**config.mk**
```make
export PLATFORM = sky130hd
export DESIGN_NAME = fir_decimator
export DESIGN_NICKNAME = d
export VERILOG_FILES = /design/src/rtl/fir_decimator_pkg.sv /design/src/rtl/fir_decimator_sample_fifo.sv /design/src/rtl/fir_decimator.sv
export SDC_FILE = /design/constraint.sdc
export NUM_CORES = 1
export LEC_CHECK = 0
export CAP_MARGIN = 10
export CELL_PAD_IN_SITES_DETAIL_PLACEMENT = 1
export CELL_PAD_IN_SITES_GLOBAL_PLACEMENT = 2
export CORE_ASPECT_RATIO = 1.75
export CORE_MARGIN = 3
export CORE_UTILIZATION = 43
export CTS_BUF_LIST = sky130_fd_sc_hd__clkbuf_8
export DETAILED_ROUTE_END_ITERATION = 6
export GPL_TIMING_DRIVEN = 1
export PLACE_DENSITY_LB_ADDON = 0.12
export SLEW_MARGIN = 0
export SYNTH_ARGS = -nofsm -noshare
export SYNTH_HDL_FRONTEND = slang
export SYNTH_SLANG_ARGS = --single-unit
```
**constraint.sdc**
```tcl
create_clock -name clk -period 5.24 [get_ports clk]
set_clock_uncertainty 0.05 [all_clocks]
set_input_delay 1.048 -clock clk [delete_from_list [all_inputs] [get_ports clk]]
set_output_delay 1.048 -clock clk [all_outputs]
set_load 0.005 [all_outputs]
```
**src/rtl/fir_decimator_pkg.sv**
```systemverilog
// Shared defaults for the FIR decimator slice.
// Optional feature macro: DECIM_ROUND_EN (round half up before the averaging shift).
package fir_decimator_pkg;

    localparam int unsigned DefIwidth    = 16;
    localparam int unsigned DefOwidth    = 16;
    localparam int unsigned DefDecim     = 4;
    localparam int unsigned DefFifoDepth = 4;

endpackage

```
**src/rtl/fir_decimator_sample_fifo.sv**
```systemverilog
// Sample FIFO with a registered head: rdata comes straight from storage flops, so it stays
// stable while the consumer stalls. Push is refused when full unless a pop frees a slot.
module fir_decimator_sample_fifo
    import fir_decimator_pkg::*;
#(
    parameter int unsigned WIDTH = DefOwidth,
    parameter int unsigned DEPTH = DefFifoDepth
) (
    input  logic                       clk,
    input  logic                       arst_n,
    input  logic                       push,
    input  logic [WIDTH-1:0]           wdata,
    input  logic                       pop,
    output logic [WIDTH-1:0]           rdata,
    output logic                       empty,
    output logic                       full,
    output logic [$clog2(DEPTH):0]     level
);

    localparam int unsigned PtrW = $clog2(DEPTH);

    logic [WIDTH-1:0] mem_q [DEPTH];
    logic [WIDTH-1:0] mem_d [DEPTH];
    logic [PtrW-1:0]  wr_ptr_q, wr_ptr_d;
    logic [PtrW-1:0]  rd_ptr_q, rd_ptr_d;
    logic [PtrW:0]    level_q, level_d;
    logic             push_ok, pop_ok;

    always_comb begin
        mem_d    = mem_q;
        wr_ptr_d = wr_ptr_q;
        rd_ptr_d = rd_ptr_q;
        pop_ok   = pop && !empty;
        push_ok  = push && (!full || pop_ok);
        if (push_ok) begin
            mem_d[wr_ptr_q] = wdata;
            wr_ptr_d        = wr_ptr_q + PtrW'(1);
        end
        if (pop_ok) begin
            rd_ptr_d = rd_ptr_q + PtrW'(1);
        end
        level_d = level_q + (PtrW + 1)'(push_ok) - (PtrW + 1)'(pop_ok);
    end

    always_ff @(posedge clk or negedge arst_n) begin
        if (!arst_n) begin
            for (int i = 0; i < int'(DEPTH); i++) begin
                mem_q[i] <= '0;
            end
            wr_ptr_q <= '0;
            rd_ptr_q <= '0;
            level_q  <= '0;
        end else begin
            mem_q    <= mem_d;
            wr_ptr_q <= wr_ptr_d;
            rd_ptr_q <= rd_ptr_d;
            level_q  <= level_d;
        end
    end

    assign rdata = mem_q[rd_ptr_q];
    assign empty = (level_q == '0);
    assign full  = (level_q == (PtrW + 1)'(DEPTH));
    assign level = level_q;

endmodule

```
**src/rtl/fir_decimator.sv**
```systemverilog
// Integrate-and-dump decimator behind the FIR: averages DECIM valid samples, saturates to OWIDTH
// and queues the result. Define DECIM_ROUND_EN to round half up instead of truncating.
module fir_decimator
    import fir_decimator_pkg::*;
#(
    parameter int unsigned IWIDTH     = DefIwidth,
    parameter int unsigned OWIDTH     = DefOwidth,
    parameter int unsigned DECIM      = DefDecim,
    parameter int unsigned FIFO_DEPTH = DefFifoDepth
) (
    input  logic                          clk,
    input  logic                          arst_n,
    input  logic                          in_valid,
    input  logic [IWIDTH-1:0]             din,
    output logic                          out_valid,
    input  logic                          out_ready,
    output logic [OWIDTH-1:0]             dout,
    output logic [$clog2(FIFO_DEPTH):0]   level,
    output logic                          overflow
);

    localparam int unsigned LOG2_DECIM = $clog2(DECIM);
    localparam int unsigned LOG2_DEPTH = $clog2(FIFO_DEPTH);
    localparam int unsigned AccW       = IWIDTH + LOG2_DECIM;
    // One guard bit above the accumulator so the rounding offset cannot wrap.
    localparam int unsigned SumW       = AccW + 1;
    localparam int unsigned SatW       = (SumW > OWIDTH) ? SumW : OWIDTH;
    localparam logic signed [SatW-1:0] SatMax = {{(SatW - OWIDTH + 1){1'b0}}, {(OWIDTH - 1){1'b1}}};
    localparam logic signed [SatW-1:0] SatMin = ~SatMax;

    logic [LOG2_DECIM-1:0]    phase_q, phase_d;
    logic signed [AccW-1:0]   acc_q, acc_d;
    logic                     overflow_q, overflow_d;
    logic signed [SumW-1:0]   sum, sum_r, avg;
    logic signed [SatW-1:0]   avg_ext;
    logic [OWIDTH-1:0]        sat;
    logic                     dump, pop, fifo_empty, fifo_full;

    always_comb begin
        phase_d    = phase_q;
        acc_d      = acc_q;
        dump       = in_valid && (phase_q == LOG2_DECIM'(DECIM - 1));
        pop        = out_valid && out_ready;
        overflow_d = overflow_q || (dump && fifo_full && !pop);

        sum = SumW'(acc_q) + SumW'($signed(din));
`ifdef DECIM_ROUND_EN
        sum_r = sum + SumW'(DECIM / 2);
`else
        sum_r = sum;
`endif
        avg     = sum_r >>> LOG2_DECIM;
        avg_ext = SatW'(avg);
        if (avg_ext > SatMax) begin
            sat = SatMax[OWIDTH-1:0];
        end else if (avg_ext < SatMin) begin
            sat = SatMin[OWIDTH-1:0];
        end else begin
            sat = avg_ext[OWIDTH-1:0];
        end

        if (in_valid) begin
            acc_d   = (phase_q == '0) ? AccW'($signed(din)) : acc_q + AccW'($signed(din));
            phase_d = phase_q + LOG2_DECIM'(1);
        end
    end

    always_ff @(posedge clk or negedge arst_n) begin
        if (!arst_n) begin
            phase_q    <= '0;
            acc_q      <= '0;
            overflow_q <= 1'b0;
        end else begin
            phase_q    <= phase_d;
            acc_q      <= acc_d;
            overflow_q <= overflow_d;
        end
    end

    fir_decimator_sample_fifo #(
        .WIDTH (OWIDTH),
        .DEPTH (FIFO_DEPTH)
    ) u_fifo (
        .clk    (clk),
        .arst_n (arst_n),
        .push   (dump),
        .wdata  (sat),
        .pop    (pop),
        .rdata  (dout),
        .empty  (fifo_empty),
        .full   (fifo_full),
        .level  (level)
    );

    assign out_valid = !fifo_empty;
    assign overflow  = overflow_q;

    logic unused_log2_depth;
    assign unused_log2_depth = ^LOG2_DEPTH;

endmodule

```
==> reports/qor.yml <==
synth.distinct_cells: 56
max-clock-path-buffers: 2
die_area_um2: 13900
cap_viol_max_count: 0
drtIter0Drc: 159
clockRootBuffer: "clkbuf_8"
drive_gt1_frac: 0.177
crit_path_end: "u_fifo.mem_q[57]"
fin_ws_ns: 0.740
cp.arrival_ns: 4.75
p_int_uw: 2450
synth_warnings: 0
syn_inst: 508
synthTopCellsByArea: "dfrtp_1 (43%), mux2_2 (7.8%), mux4_2 (6.7%), ha_1 (6.1%), nand2_1 (3.7%)"
cp-startpoint: "din[0]"
synth_top_family_by_area: "multiplexers"
tightest_slew_ns: 1.13
hold_violations: 0
antenna_found_initial: 0
synth-adder-area-share: 0.0681
grt_pass1_wl_um: 22500
grt_use_total: 0.200
slew_violations: 0
clkSlewWorstSetupHoldPaths_ns: 0.09
r2r-start: "acc_q[0]"
ctsResizeCount: 0
area_delta_synth_final_pct: 13.8
setup_viol: 0
cts_tree: "yes"
io_buffers: 40
seq_power_share: 0.300
seq_area_um2: 2300
synth-edff-count: 0
period_share: 0.859
io_pins: 41
grt_pass1_vias: 4431
crit_path_top_delay_cell: "and2_0"
final_common_cell: "dfrtp_1"
path_depth: 11
finalSetupTns_ns: 0
synth-compound-area-share: 0.148
synth_seq_cells: 92
end_kind: "register"
yosys.area.top_type_share: 0.429
num-fill-cells: 1356
multi_input_comb_area_um2: 2880
drc: 0
post_cts_buffers: 0
antenna_cells: 0
status: "finished, final reports clean"
p_leak_uw: 0.00259
fmax_ghz: 0.222
power_uw: 4340
worstHoldPathType: "register to register"
powerDensity_nw_per_um2: 711
cp.buffers_inverters: 1
grt_max_degree: 50
yosysTopAreaCell: "dfrtp_1"
core_area_um2: 12100
synth_ff_type: "dfrtp_1"
syn-num-nets: 556
dp.final_hpwl_um: 9990
die_x_um: 90.5
clk_latency_ns: 0.38
synthMuxAreaShare: 0.160
pre_cts_slack_ns: 0.390
clock_sinks: 92
required_ns: 5.49
die_h_um: 154
r2r_end: "u_fifo.mem_q[57]"
numCtsBuffers: 9
r2r_slack_ns: 1.49
nets: 586
finalWirelength_um: 13300
synth_xor_area_frac: 0.0294
final_cell_mix: "dfrtp_1 (92), nand2_1 (53), clkdlybuf4s50_1 (39)"
swShare: 0.436
synthArstFlopShare: 1.00
wl_per_cell_um: 18.8
power_switching_uw: 1890
p_clk_frac: 0.117
syn_avg_cell_area_um2: 10.6
path_cells: "clkdlybuf4s50_1, ha_1, fa_1, a21oi_1, o211ai_1, a32o_1, o21ai_1, and2_0, a31oi_1, a2111oi_0, a221o_1"
final_antenna_net_count: 0
cp_max_fo: 15
critPathKind: "input pin to register"
vias: 4011
via_per_inst: 5.67
start_util: 0.442
final.min_clock_period_ns: 4.50
rsz0062_at_grt: "no"
slew_headroom: 0.245
syn_area_um2: 5370
cp_slowest_stage_delay_ns: 0.68
start_kind: "input pin"
globalplace.congestion: 0.786
synth_seq_area_share: 0.429
irDropWorstVdd_mv: 0.260
overflow: 0
reg2reg_depth: 10
cts.htree.levels: 3
cts_hold_buffers: 0
fp-row-count: 53
synth_simple_gate_area_frac: 0.132
min_path_cells: 1
first_pass_iters: 4
crit_family: "compound AO/OA/AOI/OAI gates"
power_frac_comb: 0.584
per-stage QoR:
stage / area, um2 / hold slack [ns] / std cells / util
floorplan: 5370 / 0.395 / 508 / -
global placement: 5900 / 0.399 / 692 / 0.486
detailed placement: 5900 / 0.405 / 692 / 0.486
CTS: 6110 / 0.427 / 708 / 0.503
global route: 6110 / 0.459 / 708 / 0.503
finish: 6110 / 0.420 / 708 / 0.503
kinds of logic after synthesis:
family | Yosys count
compound gates | 125
xor+xnor | 18
simple gates | 142
flops | 92
buf+inv | 42
mux | 61
fa+ha+maj | 28
power groups by stage:
stage | clock (uW) | sequential, uW | combinational (uW)
2_1_floorplan | 0 | 1190 | 1870
3_5_place_dp | 0 | 1330 | 2570
5_1_grt | 553 | 1350 | 2830
6_report | 506 | 1300 | 2540
3_3_place_gp | 0 | 1300 | 2470
4_1_cts | 519 | 1310 | 2570
layer usage:
layer / up-vias / GRT usage / wire length (um)
met2: 45 / 0.379 / 7390
met4: 0 / 0.0621 / 240
li1: 1916 / - / -
met5: - / 0 / 0
met3: 16 / 0.0264 / 235
met1: 2034 / 0.231 / 5420
sequential cells by signal (all words and copies together), names as in the netlist:
register	flops
u_fifo.mem_q	64
u_fifo.wr_ptr_q	2
u_fifo.level	3
phase_q	2
u_fifo.rd_ptr_q	2
overflow	1
acc_q	18
Yosys cell counts, types with 2 or more instances:
cell type / instances
nor3_1: 9
buf_2: 2
a31oi_1: 6
fa_1: 2
o211ai_1: 3
a21oi_1: 34
and3_1: 4
a21o_1: 4
buf_1: 2
a21boi_0: 2
mux2_2: 37
ha_1: 26
mux4_2: 16
dfrtp_1: 92
and4_1: 2
o21ai_1: 27
o21a_1: 5
xor2_1: 4
nor2_1: 27
buf_6: 3
or3_1: 7
o21ai_0: 20
nand4_1: 3
a211oi_1: 3
inv_1: 11
clkbuf_1: 23
a2111oi_0: 6
nor3b_2: 3
nand2_1: 53
nand3_1: 17
a221o_1: 4
nand3_2: 7
xnor2_1: 14
mux2i_1: 8
layout make-up:
class                   instances  area share
clock buffers                   9      0.0203
clock inverters                 7      0.0133
inverters                      12     0.00738
multi-input cells             374       0.472
flip-flops and latches         92       0.377
well taps                     165      0.0338
repair buffers                 49      0.0762
how the worst min path moves through the flow:
| stage | start | endpoint | slack [ns] |
|---|---|---|---|
| 3_5_place_dp | overflow | overflow | 0.40 |
| 5_1_grt | overflow | overflow | 0.46 |
| 4_1_cts | overflow | overflow | 0.43 |
| 3_3_place_gp | overflow | overflow | 0.40 |
| 6_report | overflow | overflow | 0.42 |
| 2_1_floorplan | u_fifo.mem_q[31] | u_fifo.mem_q[31] | 0.39 |
No activity file was read; power rests on OpenSTA's default activity.
